==> src/rtl/controle_jogo_pkg.sv <==
// Shared game definitions: state encoding, default round parameters and
// small helpers used by the round controller and the display driver.
package controle_jogo_pkg;

  localparam int unsigned MAX_TENT_PADRAO   = 5;
  localparam int unsigned T_FEEDBACK_PADRAO = 8;

  localparam int unsigned TENT_W   = 3;
  localparam int unsigned PONTOS_W = 4;
  localparam int unsigned TIMER_W  = 8;

  localparam logic [PONTOS_W-1:0] PONTOS_MAX = PONTOS_W'(15);

  typedef enum logic [2:0] {
    OCIOSO   = 3'd0,
    JOGANDO  = 3'd1,
    AVALIA   = 3'd2,
    FEEDBACK = 3'd3,
    VITORIA  = 3'd4,
    DERROTA  = 3'd5
  } estado_t;

  typedef enum logic [1:0] {
    RES_IGUAL   = 2'd0,
    RES_PERTO   = 2'd1,
    RES_LONGE   = 2'd2,
    RES_NENHUM  = 2'd3
  } resultado_t;

  // Comparator priority: igual wins over ate3, ate3 over errada.
  function automatic resultado_t classifica(input logic igual,
                                            input logic ate3,
                                            input logic errada);
    if (igual)       return RES_IGUAL;
    else if (ate3)   return RES_PERTO;
    else if (errada) return RES_LONGE;
    else             return RES_NENHUM;
  endfunction

  function automatic logic [PONTOS_W-1:0] soma_sat(input logic [PONTOS_W-1:0] p);
    return (p == PONTOS_MAX) ? p : p + PONTOS_W'(1);
  endfunction

endpackage

==> src/rtl/controle_jogo_detector_borda.sv <==
// One-bit rising-edge detector; the edge pulse is combinational from the
// current level and the registered previous level.
module detector_borda (
  input  logic clk,
  input  logic rst_n,
  input  logic d,
  output logic borda_c
);

  logic ant_q;
  logic ant_d;

  always_comb begin
    ant_d = d;
  end

  always_ff @(posedge clk or negedge rst_n) begin
    if (!rst_n) ant_q <= 1'b0;
    else        ant_q <= ant_d;
  end

  assign borda_c = d & ~ant_q;

endmodule

==> src/rtl/controle_jogo.sv <==
// Guessing-game round controller: attempts, hot/cold feedback window,
// win/loss reporting and a saturating score.
module controle_jogo
  import controle_jogo_pkg::*;
#(
  parameter int unsigned MAX_TENT   = MAX_TENT_PADRAO,
  parameter int unsigned T_FEEDBACK = T_FEEDBACK_PADRAO
) (
  input  logic       clk,
  input  logic       rst_n,
  input  logic       iniciar,
  input  logic       confirmar,
  input  logic       igual,
  input  logic       ate3,
  input  logic       errada,
  output logic       jogando,
  output logic       trava_entrada,
  output logic       quente,
  output logic       frio,
  output logic       vitoria,
  output logic       derrota,
  output logic [2:0] tentativas,
  output logic [3:0] pontos
);

  logic inicio_c;
  logic confirma_c;

  detector_borda u_borda_iniciar (
    .clk     (clk),
    .rst_n   (rst_n),
    .d       (iniciar),
    .borda_c (inicio_c)
  );

  detector_borda u_borda_confirmar (
    .clk     (clk),
    .rst_n   (rst_n),
    .d       (confirmar),
    .borda_c (confirma_c)
  );

  estado_t               estado_q,  estado_d;
  logic [TENT_W-1:0]     tent_q,    tent_d;
  logic [PONTOS_W-1:0]   pontos_q,  pontos_d;
  logic [TIMER_W-1:0]    timer_q,   timer_d;
  logic                  quente_q,  quente_d;
  logic                  frio_q,    frio_d;
  logic                  jogando_q, jogando_d;
  logic                  trava_q,   trava_d;
  logic                  vitoria_q, vitoria_d;
  logic                  derrota_q, derrota_d;

  resultado_t            res_c;
  logic [TENT_W-1:0]     tent_menos_c;

  always_comb begin
    res_c        = classifica(igual, ate3, errada);
    tent_menos_c = (tent_q == '0) ? '0 : tent_q - TENT_W'(1);
  end

  // Next-state, counters and registered outputs derived from the next state.
  always_comb begin
    estado_d = estado_q;
    tent_d   = tent_q;
    pontos_d = pontos_q;
    timer_d  = timer_q;
    quente_d = quente_q;
    frio_d   = frio_q;

    case (estado_q)
      OCIOSO, VITORIA, DERROTA: begin
        if (inicio_c) begin
          estado_d = JOGANDO;
          tent_d   = TENT_W'(MAX_TENT);
          quente_d = 1'b0;
          frio_d   = 1'b0;
        end
      end

      JOGANDO: begin
        if (confirma_c) estado_d = AVALIA;
      end

      AVALIA: begin
        if (res_c == RES_IGUAL) begin
          estado_d = VITORIA;
          pontos_d = soma_sat(pontos_q);
        end else begin
          tent_d = tent_menos_c;
          if (tent_menos_c == '0) begin
            estado_d = DERROTA;
          end else begin
            estado_d = FEEDBACK;
            timer_d  = TIMER_W'(T_FEEDBACK - 1);
            quente_d = (res_c == RES_PERTO);
            frio_d   = (res_c != RES_PERTO);
          end
        end
      end

      FEEDBACK: begin
        if (timer_q == '0) begin
          estado_d = JOGANDO;
          quente_d = 1'b0;
          frio_d   = 1'b0;
        end else begin
          timer_d = timer_q - TIMER_W'(1);
        end
      end

      default: begin
        estado_d = OCIOSO;
        quente_d = 1'b0;
        frio_d   = 1'b0;
      end
    endcase

    jogando_d = (estado_d == JOGANDO) || (estado_d == AVALIA) ||
                (estado_d == FEEDBACK);
    trava_d   = (estado_d != JOGANDO);
    vitoria_d = (estado_d == VITORIA);
    derrota_d = (estado_d == DERROTA);
  end

  always_ff @(posedge clk or negedge rst_n) begin
    if (!rst_n) begin
      estado_q  <= OCIOSO;
      tent_q    <= '0;
      pontos_q  <= '0;
      timer_q   <= '0;
      quente_q  <= 1'b0;
      frio_q    <= 1'b0;
      jogando_q <= 1'b0;
      trava_q   <= 1'b1;
      vitoria_q <= 1'b0;
      derrota_q <= 1'b0;
    end else begin
      estado_q  <= estado_d;
      tent_q    <= tent_d;
      pontos_q  <= pontos_d;
      timer_q   <= timer_d;
      quente_q  <= quente_d;
      frio_q    <= frio_d;
      jogando_q <= jogando_d;
      trava_q   <= trava_d;
      vitoria_q <= vitoria_d;
      derrota_q <= derrota_d;
    end
  end

  assign jogando       = jogando_q;
  assign trava_entrada = trava_q;
  assign quente        = quente_q;
  assign frio          = frio_q;
  assign vitoria       = vitoria_q;
  assign derrota       = derrota_q;
  assign tentativas    = tent_q;
  assign pontos        = pontos_q;

endmodule

==> config.mk <==
export PLATFORM = sky130hd
export DESIGN_NAME = controle_jogo
export DESIGN_NICKNAME = d
export VERILOG_FILES = /design/src/rtl/controle_jogo_pkg.sv /design/src/rtl/controle_jogo_detector_borda.sv /design/src/rtl/controle_jogo.sv
export SDC_FILE = /design/constraint.sdc
export NUM_CORES = 1
export LEC_CHECK = 0
export BUFFER_PORTS_ARGS = -buffer_cell sky130_fd_sc_hd__buf_2
export CORE_UTILIZATION = 40
export DETAILED_ROUTE_END_ITERATION = 16
export HOLD_SLACK_MARGIN = 0.05
export SYNTH_ARGS = -nofsm -noshare
export SYNTH_HDL_FRONTEND = slang
export SYNTH_SLANG_ARGS = --single-unit
==> constraint.sdc <==
create_clock -name clk -period 2.9 [get_ports clk]
set_clock_uncertainty 0.1 [all_clocks]
set_input_delay 0.29 -clock clk [delete_from_list [all_inputs] [get_ports clk]]
set_output_delay 0.29 -clock clk [all_outputs]
set_load 0.1 [all_outputs]
After elaboration in Yosys (flattened, before gate mapping)
Cells that the tools add are included.
Storage, ports and cells
  logic and storage cells: 79
  register bits: 26
  latch bits: 0
  ROM bits: 0
  memory bits (writable): 0
  memories: 0
Operators by class
  multipliers: 0
  reduce and logical (&&, ||, !) cells: 14
  magnitude comparators: 0
  muxes and demuxes: 25
  div/mod/pow operators: 0
  bitwise gates (word level): 6
  add/sub/neg operators: 3
  equality and inequality tests: 19
  shifts and indexed selects: 0
Operator list (count)
  $mux W3: 8
  $mux W8: 3
  $pmux W8 S2: 1
  $eq A3 B2 Y1 const B: 4
  $eq A3 B3 Y1 const B: 4
  $pmux W3 S4: 1
  $ne A2 B2 Y1 const B: 5
  $logic_not A3 Y1: 3
  $logic_not A8 Y1: 1
  $pmux W1 S4: 2
  $sub A8 B1 Y8 const B: 1
  $mux W1: 7
  $eq A3 B1 Y1 const B: 2
  $pmux W3 S2: 1
  $reduce_and A3 Y1: 2
  $reduce_and A5 Y1: 1
  $add A4 B1 Y4 const B: 1
  $eq A4 B4 Y1 const B: 1
  $mux W2: 2
  $not A1 Y1: 4
  $reduce_and A4 Y1: 1
  $reduce_bool A2 Y1: 2
  $ne A3 B1 Y1 const B: 1
  $reduce_or A3 Y1: 1
  6 further kinds: 8

Depth between registers and ports, before layout
Gate-level depths: netlist of the first run.
  word-level depth: 9
  mapped depth: 7
  gate-level depth less buffers: 7

Modules after synthesis
From an unflattened synthesis of the first run, not the netlist that was laid out.
Unflattened totals
  cells, all modules: 128
  area total of the unflattened synthesis: 1356.3 µm²
By module, submodules not included
  controle_jogo: sequential area each 601.8 µm², area each 1278.7 µm², times used 1, cells an instance 124
  detector_borda: sequential area each 25.0 µm², area each 38.8 µm², times used 2, cells an instance 2

Worst setup path after synthesis of the first run
No wires, ideal clock.
  path type: register -> register
  start: register tent_q[0] (netlist: tentativas[0])
  end: register vitoria_q (netlist: vitoria)
  required time: 2.681 ns
  period minus slack after synthesis: 2.306 ns
  library setup time: 0.119 ns
  arrival time: 2.087 ns
  path slack: 0.594 ns
  buffers on the path: 0
  cell stages (with the launch flop): 7
  cells stage by stage: dfrtp_1 > nor2_1 > ha_1 > a311o_1 > a22oi_2 > inv_2 > and2_1
On the way
  cells in the longest elaborated chain, start to end: 7
  elaborated cells between the ends (all ways): 8
  those cells by class: add/sub (1); eq/ne (1); mux (4); reduce/logical (2)
Ends and longest elaborated chain
  from (decl): RTL line controle_jogo.sv:44  | logic [TENT_W-1:0] tent_q, tent_d;
  from (signal assigned): RTL line controle_jogo.sv:140  | tent_q <= tent_d;
  $sub A3 B1 Y3 or $logic_not A3 Y1 (tied branches): RTL line controle_jogo.sv:59  | tent_menos_c = (tent_q == '0) ? '0 : tent_q - TENT_W'(1);
  $mux W3 *: RTL line controle_jogo.sv:59
  $logic_not A3 Y1 *: RTL line controle_jogo.sv:91  | if (tent_menos_c == '0) begin
  $mux W3 *: RTL line controle_jogo.sv:91
  $mux W3 *: RTL line controle_jogo.sv:86  | if (res_c == RES_IGUAL) begin
  $pmux W3 S4 *: RTL line controle_jogo.sv:71  | case (estado_q)
  via estado_d[2]: RTL line controle_jogo.sv:43  | estado_t estado_q, estado_d;
  $eq A3 B3 Y1 *: RTL line controle_jogo.sv:122  | vitoria_d = (estado_d == VITORIA);
  via vitoria_d: RTL line controle_jogo.sv:51  | logic vitoria_q, vitoria_d;
  to (signal assigned): RTL line controle_jogo.sv:147  | vitoria_q <= vitoria_d;
  to (decl): RTL line controle_jogo.sv:51
The timed path passes the listed nets; every way through them passes the cells marked *.
A chain may end at the register's enable or synchronous reset.

Worst setup path after layout of the first run
  start: register estado_q[1]
  end: register quente_q (netlist: quente)
On the way
  cells in the longest elaborated chain, start to end: 4
  elaborated cells between the ends (all ways): 14
  those cells by class: eq/ne (9); mux (1); bitwise (1); reduce/logical (3)
Ends and longest elaborated chain
  from (decl): RTL line controle_jogo.sv:43
  from (signal assigned): RTL line controle_jogo.sv:139  | estado_q <= estado_d;
  $eq A3 B3 Y1 or $logic_not A3 Y1 (tied branches): RTL line controle_jogo.sv:71
  $reduce_or A3 Y1: RTL line controle_jogo.sv:71
  $ne A2 B2 Y1 (no line)
  $reduce_and A5 Y1 (no line)
  to (signal assigned): RTL line controle_jogo.sv:143  | quente_q <= quente_d;
  to (decl): RTL line controle_jogo.sv:47  | logic quente_q, quente_d;
Parallel ways exist; a longest one is shown, timed or not.

==> flow_summary.ini, run 1 <==
[setup_path]
cp-start-kind = register
end_kind = register
crit_type = reg -> reg
reg2reg_depth = 4
critPathLaunch = estado_q[1]
worstPathArrival_ns = 2.18
path_max_fanout = 11
reg2reg_from = estado_q[1]
critical_path_required_ns = 3.05

[place]
place.gp.congestion = 0.773
dp_cells = 190
dpl_cell_area_mm2 = 0.00146
dp_hpwl_um = 1830
io_buffers = 18

[cells_and_area]
layout.nets = 166
n_antenna_cell = 0
final_area_mm2 = 0.00155
syn_to_final_growth_pct = 16.3
final_cells = 197
drive_above_1_share = 0.209
nFillCells = 320
fin_util = 0.498

[sta]
max_freq_ghz = 0.494
timing.setup.tns_ns = 0
setup-violations-final = 0
rsz0062_at_grt = false
worst_pin_slew_ns = 0.754
finalCritPeriodShare = 0.698
relSlewSlack = 0.491
period_needed_ns = 2.02
finalHoldViolations = 0
slew_violations = 0

[cts]
cts_hold_buffers = 3
cts_sinks = 26
postCtsSetupBuffers = 0
cts_htree_levels = 1
cts_root_buffer = clkbuf_4
cts_resized = 0
clkLatencyLatePin_ns = 0.33
cts_tree = done
cts_buffers = 3
clk_pin_slew_worst_paths_ns = 0.15
ctsLongestPathBuffers = 2

[synthesis]
synth_top_area_cell = dfrtp_1
synth_flop_cell = dfrtp_1
synth_nets = 141
syn_area_per_cell_um2 = 10.3
ys_seq_area_frac = 0.490
synth-seq-cells = 26
async_flop_share = 1.00
syn_area_mm2 = 0.00133
netlist_top_cells_count = dfrtp_1 (25), nor2_1 (12), inv_1 (9)
synth_top_area_share = 0.470
netlist_instances = 129
yosysMostFrequentCell = dfrtp_1
yosysWarnings = 0
synth_area_leaders = dfrtp_1 (47%), ha_1 (4.7%), nor2_1 (3.4%)
ys_types = 45
synth-edff-count = 0

[global_route]
antenna_found_initial = 0
grt_pass1_vias = 936
overflow = 0
grt_usage = 0.154
grt_first_pass_wirelength_um = 4080
grt_max_degree = 27

[detailed_routing]
wl_um = 2560
drt-initial-drc-count = 54
wl_per_cell_um = 13.0
drc = 0
firstDrtPassIters = 4
vias = 1015
ant_nets = 0
viasPerCell = 5.15

[floorplan]
core_mm2 = 0.00310
io-pin-count = 20
die-area_mm2 = 0.00356
die_y_um = 59.7
core.rowCount = 20
fp.dieW_um = 59.7
initial_core_util = 0.429

[status]
status = finished, final reports clean

[run]
cap_violations = 0

[hold_path]
hp-class = in -> reg
hp-start = ate3
hold_depth = 3
==> worst paths after layout <==
path,endpoint,slack [ns]
setup / recovery,quente,0.88
hold / removal,quente,0.13
setup reg to reg,quente,0.88
hold reg to reg,pontos[3],0.40
max in group asynchronous,tentativas[2],1.94
min in group asynchronous,frio,0.37
==> final cells by class <==
type	instances	area, um2	share of cell area
Tap cell	44	55.1	0.0356
Timing Repair Buffer	21	120	0.0777
Clock inverter	1	30.0	0.0194
Clock buffer	3	22.5	0.0146
Sequential cell	26	652	0.422
Multi-Input combinational cell	92	629	0.407
Inverter	10	37.5	0.0243
==> per-layer routing <==
metal	share of wire	global-route usage	wire length, um	up-vias
li1	-	-	-	502
met1	0.51	0.211	1310	490
met2	0.45	0.237	1160	19
met3	0.026	0.0238	66	4
met4	0.011	0.0797	27	0
met5	0	0	0	-
==> layout by cell type (no fill, tap or decap), types with 4 or more instances in the layout <==
master   count
nand2_1      4
nor2_1      12
dfrtp_1     25
buf_2       18
ha_1         5
a21oi_1      6
inv_1        9
nor2b_1      5
o21ai_0      5
nand3_1      5
and3_1       4
==> registers in the layout, indices dropped and copies added (netlist names), 3 cells and up <==
name	count
estado_q	3
pontos	4
tentativas	3
timer_q	8
==> per-stage QoR <==
stage | setup WS (ns) | hold slack (ns)
6_report | 0.876 | 0.129
5_1_grt | 0.616 | 0.121
4_1_cts | 0.847 | 0.113
3_5_place_dp | 0.878 | 0.227
3_3_place_gp | 0.913 | 0.219
2_1_floorplan | 0.594 | -0.106
==> critical path: stages, from the launching register on <==
cell and delay (ns):
dfrtp_1 0.56, nor3b_1 0.52, and2_2 0.26, o21ai_0 0.26
o22ai_1 0.25
==> cells by family after synthesis <==
kind of cell	share of synthesized area
and+or+nand+nor	0.232
DFF	0.490
AOI/OAI and AO/OA	0.128
buffers and inverters	0.0367
muxes	0.0395
adders and majority gates	0.0470
xor gates and xnor gates	0.0263
Power of run 1 is left out: the tool's default activity adds up to more than one toggle a clock period on the data nets, which glitch-free logic cannot reach.
==> run 2, diff against run 1 <==
--- a/config.mk
+++ b/config.mk
@@ -5,6 +5,7 @@
 export SDC_FILE = /design/constraint.sdc
 export NUM_CORES = 1
 export LEC_CHECK = 0
+export ABC_AREA = 1
 export BUFFER_PORTS_ARGS = -buffer_cell sky130_fd_sc_hd__buf_2
 export CORE_UTILIZATION = 40
 export DETAILED_ROUTE_END_ITERATION = 16
==> constraint.sdc (replaced) <==
create_clock -name clk -period 1.7 [get_ports clk]
set_clock_uncertainty 0.1 [all_clocks]
set_input_delay 0.17 -clock clk [delete_from_list [all_inputs] [get_ports clk]]
set_output_delay 0.17 -clock clk [all_outputs]
set_load 0.1 [all_outputs]
==> run 2 against run 1 <==
The run now ends with negative setup slack left. Synthesized cell count rose by 36%. Non-clock buffer count is 4 higher. Cell area is 16% higher. Critical endpoint is now timer_q[1]. Largest cell class is now multi-input combinational cells.
==> flow_summary.ini, run 2 <==
[status]
status = complete, but fails checks
violations = negative setup slack

[cells_and_area]
layout.nets = 217
largest_reg_flops = 8
n_antenna_cell = 0
syn_to_final_growth_pct = 28.8
drive_above_1_share = 0.328
final_common_cell = nand2_1
regMostFlops = timer_q
layout_common_cells = nand2_1 (43), nor2_1 (26), dfrtp_1 (20)
nFillCells = 316

[cts]
clkLatencyLatePin_ns = 0.33
cts_tree = done
clk_pin_slew_worst_paths_ns = 0.15
cts_root_buffer = clkbuf_4
cts_sinks = 26
cts_buffers = 3
cts_htree_levels = 1
ctsLongestPathBuffers = 2

[floorplan]
core_mm2 = 0.00334
core.rowCount = 21
initial_core_util = 0.418
die-area_mm2 = 0.00373
die_y_um = 61.1
io-pin-count = 20
fp.dieW_um = 61.1

[synthesis]
ys_seq_area_frac = 0.467
netlist_top_cells_count = nand2_1 (48), nor2_1 (30), dfrtp_1 (25)
synth_top_area_cell = dfrtp_1
synth_flop_cell = dfrtp_1
async_flop_share = 1.00
netlist_instances = 175
syn_area_mm2 = 0.00140
synth_area_leaders = dfrtp_1 (45%), nand2_1 (13%), nor2_1 (8.1%)
synth_top_area_share = 0.448
yosysWarnings = 0
synth-seq-cells = 26
ys_types = 26
synth_nets = 187
syn_area_per_cell_um2 = 7.98
yosysMostFrequentCell = nand2_1
synth-edff-count = 0

[sta]
max_freq_ghz = 0.574
period_needed_ns = 1.74
relSlewSlack = 0.612
timing.setup.tns_ns = -0.163
setup-violations-final = 10
rsz0062_at_grt = true
finalHoldViolations = 0
slew_violations = 0
finalCritPeriodShare = 1.02
worst_pin_slew_ns = 0.582
finalWorstSetupSlack_ns = -0.0413

[setup_path]
critical_path_required_ns = 1.83
r2r_slack_ns = -0.04
cp_cell_sequence = nor2_4 > inv_2 > ha_4 > nor2_4 > nand3_4 > nand2_4 > nand2_8 > o21a_1
critPathLaunch = tentativas[1]
crit_type = reg -> reg
cpPeakStageDelay_ns = 0.53
cp-start-kind = register
cp.depth = 8
path_buf_inv = 1
end_kind = register
critPathTopFamily = simple AND/OR/NAND/NOR gates
reg2reg_from = tentativas[1]
reg2reg_depth = 8
crit_end = timer_q[1]
r2r_end = timer_q[1]
path_max_fanout = 8
crit_top_cell = nor2_4
worstPathArrival_ns = 1.87
cpMaxStageDelayCell = dfrtp_4

[detailed_routing]
drc = 0
drt-initial-drc-count = 41
vias = 1165
wl_um = 2700
firstDrtPassIters = 4
wl_per_cell_um = 10.8
viasPerCell = 4.66
ant_nets = 0

[hold_path]
hp-class = in -> reg
hold_depth = 4

[place]
io_buffers = 18
place.gp.congestion = 0.815
dp_hpwl_um = 2040

[global_route]
grt_pass1_vias = 1053
grt_first_pass_wirelength_um = 4370
grt_max_degree = 27
antenna_found_initial = 0
overflow = 0
grt_usage = 0.162

[run]
cap_violations = 0
## run 2: cell count changes after synthesis, moves of 3 or more
cell / delta
nand3_1: +9
a21oi_1: -3
nor2_2: +3
nor2_1: +18
mux2i_1: -3
nand2_1: +44
inv_1: +6
and3_1: -4
nor2b_1: -5
## run 2: tightest hold or removal path, stage by stage
cell	delay, ns
buf_2	0.12
nand2_1	0.09
o21ai_0	0.08
nand2_1	0.05
## run 2: repair_timing
action	in CTS	in global routing
buffers inserted	2	0
hold buffers	4	0
pin swaps	4	10
resized for setup	2	25
endpoints found under the hold margin	28	0
endpoints found under the setup margin	9	16
## run 2: cells by family (layout without fill, tap and decap cells)
| kind of cell | after synthesis | count (layout) | share of synthesized area |
|---|---|---|---|
| AND/OR/NAND/NOR | 104 | 104 | 0.328 |
| flip-flops | 26 | 26 | 0.467 |
| buffers and inverters | 19 | 48 | 0.0538 |
| AO/OA/AOI/OAI | 15 | 15 | 0.0690 |
| XOR/XNOR | 6 | 6 | 0.0376 |
| adder cells (fa/ha/maj) | 5 | 5 | 0.0448 |
## run 2: final cells by class
type,instances,area (um2),area share
clock inverter,1,30.0,0.0167
timing repair buffer,25,156,0.0870
tap,46,57.6,0.0320
sequential,26,666,0.370
inverter,19,80.1,0.0445
clock buffer,3,22.5,0.0125
multi-input combinational,130,786,0.437
## run 2: stage by stage
step	cells	utilization	setup WS, ns	instance area [um2]	hold WS [ns]
global placement	240	0.472	0.0284	1580	0.100
CTS	250	0.506	-0.0273	1690	0.0971
detailed placement	240	0.472	-0.0162	1580	0.105
floorplan	175	-	-0.0353	1420	-0.226
finish	250	0.539	-0.0413	1800	0.108
global route	250	0.539	-0.126	1800	0.0983
## run 2: worst min-delay path by stage
stage,end,from
after floorplan,derrota,rst_n
after detailed placement,tentativas[2],rst_n
final,pontos[1],igual
after global routing,pontos[1],igual
after CTS,pontos[1],igual
after global placement,tentativas[2],rst_n
## run 2: per-layer routing
layer  vias up  GRT usage  part of all wire  wire, um
li1        606          -                 -         -
met3         2     0.0378             0.026        69
met4         0     0.0487            0.0074        20
met2        14      0.297              0.52      1400
met5         -          0                 0         0
met1       543      0.186              0.45      1210
Power of run 2 is left out for the same reason.
